<file path="src/rtl/operand_mux_arbiter.sv">
// Round-robin arbiter sharing one operand datapath among NUM_REQ sources.
// Ports: clk, rst (sync, active-high); req/req_data from requesters;
//        gnt one-cycle capture pulse; out_valid/out_data/out_src to the ALU
//        stage, consumed when out_valid && out_ready.
module operand_mux_arbiter #(
    parameter int NUM_REQ = 2,
    parameter int DATA_W  = 8,
    parameter int SRC_W   = (NUM_REQ > 1) ? $clog2(NUM_REQ) : 1
) (
    input  logic                      clk,
    input  logic                      rst,
    input  logic [NUM_REQ-1:0]        req,
    input  logic [NUM_REQ*DATA_W-1:0] req_data,
    output logic [NUM_REQ-1:0]        gnt,
    output logic                      out_valid,
    output logic [DATA_W-1:0]         out_data,
    output logic [SRC_W-1:0]          out_src,
    input  logic                      out_ready
);

    typedef enum logic {
        IDLE,
        HOLD
    } state_t;

    state_t state;
    state_t state_next;

    logic [SRC_W-1:0]   rr_ptr;
    logic [SRC_W-1:0]   rr_next;
    logic [NUM_REQ-1:0] elig;
    logic               hi_found;
    logic               lo_found;
    logic [SRC_W-1:0]   hi_idx;
    logic [SRC_W-1:0]   lo_idx;
    logic [SRC_W-1:0]   win_idx;
    logic [NUM_REQ-1:0] win_onehot;
    logic [DATA_W-1:0]  win_data;
    logic               capture;

    // A requester sees its gnt one cycle late, so its req is masked
    // while gnt is high to avoid granting the same word twice.
    assign elig = req & ~gnt;

    // Winner search: the lowest eligible index at or above rr_ptr wins;
    // if none, the lowest eligible index overall (the wrapped part).
    // Descending loop leaves the lowest hit in each candidate.
    always_comb begin
        hi_found = 1'b0;
        lo_found = 1'b0;
        hi_idx   = '0;
        lo_idx   = '0;
        for (int i = NUM_REQ - 1; i >= 0; i--) begin
            if (elig[i]) begin
                lo_found = 1'b1;
                lo_idx   = SRC_W'(i);
                if (SRC_W'(i) >= rr_ptr) begin
                    hi_found = 1'b1;
                    hi_idx   = SRC_W'(i);
                end
            end
        end
        win_idx = hi_found ? hi_idx : lo_idx;
    end

    // Shared N:1 operand mux as a one-hot AND-OR tree.
    always_comb begin
        win_onehot = '0;
        win_data   = '0;
        for (int i = 0; i < NUM_REQ; i++) begin
            win_onehot[i] = lo_found && (win_idx == SRC_W'(i));
            if (win_onehot[i]) begin
                win_data = win_data | req_data[i*DATA_W +: DATA_W];
            end
        end
    end

    // out_ready only matters while a word is held.
    assign capture = lo_found && ((state == IDLE) || out_ready);

    assign rr_next = (win_idx == SRC_W'(NUM_REQ - 1))
                   ? '0
                   : win_idx + SRC_W'(1);

    always_comb begin
        state_next = state;
        unique case (state)
            IDLE: begin
                if (capture) begin
                    state_next = HOLD;
                end
            end
            HOLD: begin
                if (out_ready && !capture) begin
                    state_next = IDLE;
                end
            end
            default: state_next = IDLE;
        endcase
    end

    always_ff @(posedge clk) begin
        if (rst) begin
            state <= IDLE;
        end else begin
            state <= state_next;
        end
    end

    always_ff @(posedge clk) begin
        if (rst) begin
            gnt      <= '0;
            rr_ptr   <= '0;
            out_data <= '0;
            out_src  <= '0;
        end else begin
            gnt <= capture ? win_onehot : '0;
            if (capture) begin
                out_data <= win_data;
                out_src  <= win_idx;
                rr_ptr   <= rr_next;
            end
        end
    end

    assign out_valid = (state == HOLD);

endmodule

</file>
<file path="config.mk">
export PLATFORM = sky130hd
export DESIGN_NAME = operand_mux_arbiter
export DESIGN_NICKNAME = d
export VERILOG_FILES = /design/src/rtl/operand_mux_arbiter.sv
export SDC_FILE = /design/constraint.sdc
export NUM_CORES = 1
export LEC_CHECK = 0
export CORE_MARGIN = 2
export CORE_UTILIZATION = 38
export CTS_CLUSTER_DIAMETER = 120
export DETAILED_ROUTE_END_ITERATION = 12
export PLACE_DENSITY_LB_ADDON = 0.1
export RECOVER_POWER = 100
export SYNTH_ARGS = -nofsm -noshare
export SYNTH_HDL_FRONTEND = slang
export SYNTH_SLANG_ARGS = --single-unit
</file>
<file path="constraint.sdc">
create_clock -name clk -period 3.9 [get_ports clk]
set_clock_uncertainty 0.1 [all_clocks]
set_input_delay 0.975 -clock clk [delete_from_list [all_inputs] [get_ports clk]]
set_output_delay 0.975 -clock clk [all_outputs]
set_load 0.01 [all_outputs]
</file>
==> flow_summary.ini <==
[logic_synthesis]
ys_warn_count = 0
syn-cell-area_um2 = 569
synthCells = 57
syn_nets = 78
ys_seq_elements = 13
synth_cell_types = 20
yosysSeqAreaShare_pct = 45.7
avgSynthCellArea_um2 = 9.99

[cells_and_area]
n_antenna_cell = 0
area_delta_synth_final_pct = 58.9
mostFrequentLayoutCell = clkdlybuf4s50_1
drive_above_1_share_pct = 11.2
nets = 111
final_cell_mix = clkdlybuf4s50_1, dlygate4sd3_1, dfxtp_1
fin_cells = 104

[drt]
drt_iter0_markers = 7
num_vias = 540
route.detailed.drc = 0
drt_pass1_iterations = 4
drt-total-wl_um = 1410
wl_per_cell_um = 13.5
ant_nets = 0
viasPerCell = 5.19

[flow_run]
cap_violations = 0

[global_routing]
grt_usage_pct = 15.3
grt_max_degree = 14
antenna_found_initial = 0
grt_pass1_vias = 511
grt-ovfl-total = 0
grt_first_pass_wirelength_um = 2100

[pwr]
powerDensity_nw_per_um2 = 372
ir_drop_mv = 0.235
leakagePower_nw = 0.370
power_mw = 0.336

[setup_path]
path_cells = dlygate4sd3_1 -> nand2b_1 -> a21boi_0 -> nor2_1 -> a211oi_1
critPathMaxStageDelay_ns = 0.98
arrival_ns = 2.90
r2r_start = gnt[1]$_SDFF_PP0_
crit_slowest_cell = a21boi_0
worstReg2RegEnd = rr_ptr$_SDFFE_PP0P_
critPathMaxFanout = 11
reg2reg_depth = 4
cp-start-kind = input pin
cp-end-kind = flip-flop
crit_type = in2reg
startpoint = out_ready
required_ns = 4.00
reg2reg_slack_ns = 1.96

[placement]
gp_congestion = 0.657
place_ws_ns = 1.19
place_inst = 100
place_hpwl_um = 1030
portBuffers = 32

[outcome]
status = complete, no violations

[min_path]
hold_depth = 2
holdCritStartpoint = out_src$_SDFFE_PP0P_
holdPathEnd = out_src$_SDFFE_PP0P_
holdCritPathClass = reg2reg

[clock_network]
post_cts_buffers = 0
cts_tree = done
root_buffer = clkbuf_4
postCtsResizedCells = 0
cts.sink_count = 13
clkTransAtPathRegs_ns = 0.09
hold_buffers = 0
cts_buffers = 3
clockBufferDepth = 2
clk_latency_ns = 0.28
htreeDepth = 1

[floorplanning]
initial_utilization_pct = 42.2
core-area_um2 = 1350
die_w_um = 42.7
dieArea_um2 = 1820
io_pins = 33
dieHeight_um = 42.7
rows = 13

[timing]
finalSetupViolations = 0
fin_tns_setup_ns = 0
rsz0062_at_grt = false
tightestPinTransition_ns = 1.24
hold_violations = 0
timing.final.ws_setup_ns = 1.10
period_share_pct = 71.8
timing.fmax_ghz = 0.357
max_slew_margin_pct = 16.4
min_period_ns = 2.80
slew_violations = 0
layout make-up:
type,instances,area [um2]
well taps,15,18.8
flip-flops and latches,13,260
clock inverters,1,5.00
multi-input cells,40,278
clock buffers,3,22.5
repair buffers,32,320
fillers,117,445
where the power goes:
part	leakage, nW	switching (mW)	internal, mW
sequential	0.108	0.00774	0.147
clock	0.0177	0.0472	0.0380
combinational	0.244	0.0426	0.0539
per-layer routing:
layer,wire (um),global-route usage (%),vias up
li1,-,-,278
met1,577,17.9,236
met2,710,25.5,24
met3,108,5.96,2
met4,12,5.00,0
met5,0,0,-
synth_stat cells:
cell / instances / area share, %
nand2b_1: 1 / 1.1
a221oi_1: 7 / 11
a31oi_1: 1 / 1.1
buf_2: 1 / 0.88
a221oi_2: 1 / 2.6
a21boi_1: 1 / 1.3
a21bo_1: 1 / 1.8
nor2b_4: 1 / 2.4
o21a_4: 1 / 2.6
nand2b_4: 2 / 4.8
dfxtp_1: 13 / 46
clkbuf_1: 1 / 0.66
buf_6: 2 / 4.0
nor3b_1: 1 / 1.3
nand2_1: 2 / 1.3
nor3_1: 9 / 7.9
nor2_1: 9 / 5.9
a21oi_1: 1 / 0.88
a21oi_2: 1 / 1.5
a211oi_1: 1 / 1.3
sequential cells by signal, summed over array words and instances, names as in the netlist:
name / count
out_data: 8
out_valid: 1
rr_ptr: 1
out_src: 1
gnt: 2
worst max path at each step:
stage / to / slack, ns / cells past startpoint
2_1_floorplan: out_data[0]$_SDFFE_PP0P_ / 1.98 / 5
5_1_grt: rr_ptr$_SDFFE_PP0P_ / 0.89 / 5
4_1_cts: rr_ptr$_SDFFE_PP0P_ / 1.49 / 5
6_report: rr_ptr$_SDFFE_PP0P_ / 1.10 / 5
3_3_place_gp: rr_ptr$_SDFFE_PP0P_ / 1.25 / 5
3_5_place_dp: rr_ptr$_SDFFE_PP0P_ / 1.19 / 5
metrics by stage:
step                      area, um2  hold slack [ns]  utilization, %
final                           905            0.365            67.0
after global routing            905            0.404            67.0
after CTS                       905            0.373            67.0
after detailed placement        877            0.353            65.0
after global placement          877            0.351            65.0
after floorplan                 569            0.381               -
critical path: cells and delay by family:
family          cells  cell delay [ns]
compound gates      2             1.21
buf+inv             1             0.51
simple gates        2             0.21
kinds of logic (layout without fill, tap and decap cells):
logic type | Yosys count | after routing | synth area share, %
AND/OR/NAND/NOR | 25 | 25 | 24.8
AO/OA/AOI/OAI | 15 | 15 | 24.0
flip-flops | 13 | 13 | 45.7
buffers and inverters | 4 | 36 | 5.49
No activity file was read; power rests on OpenSTA's default activity.
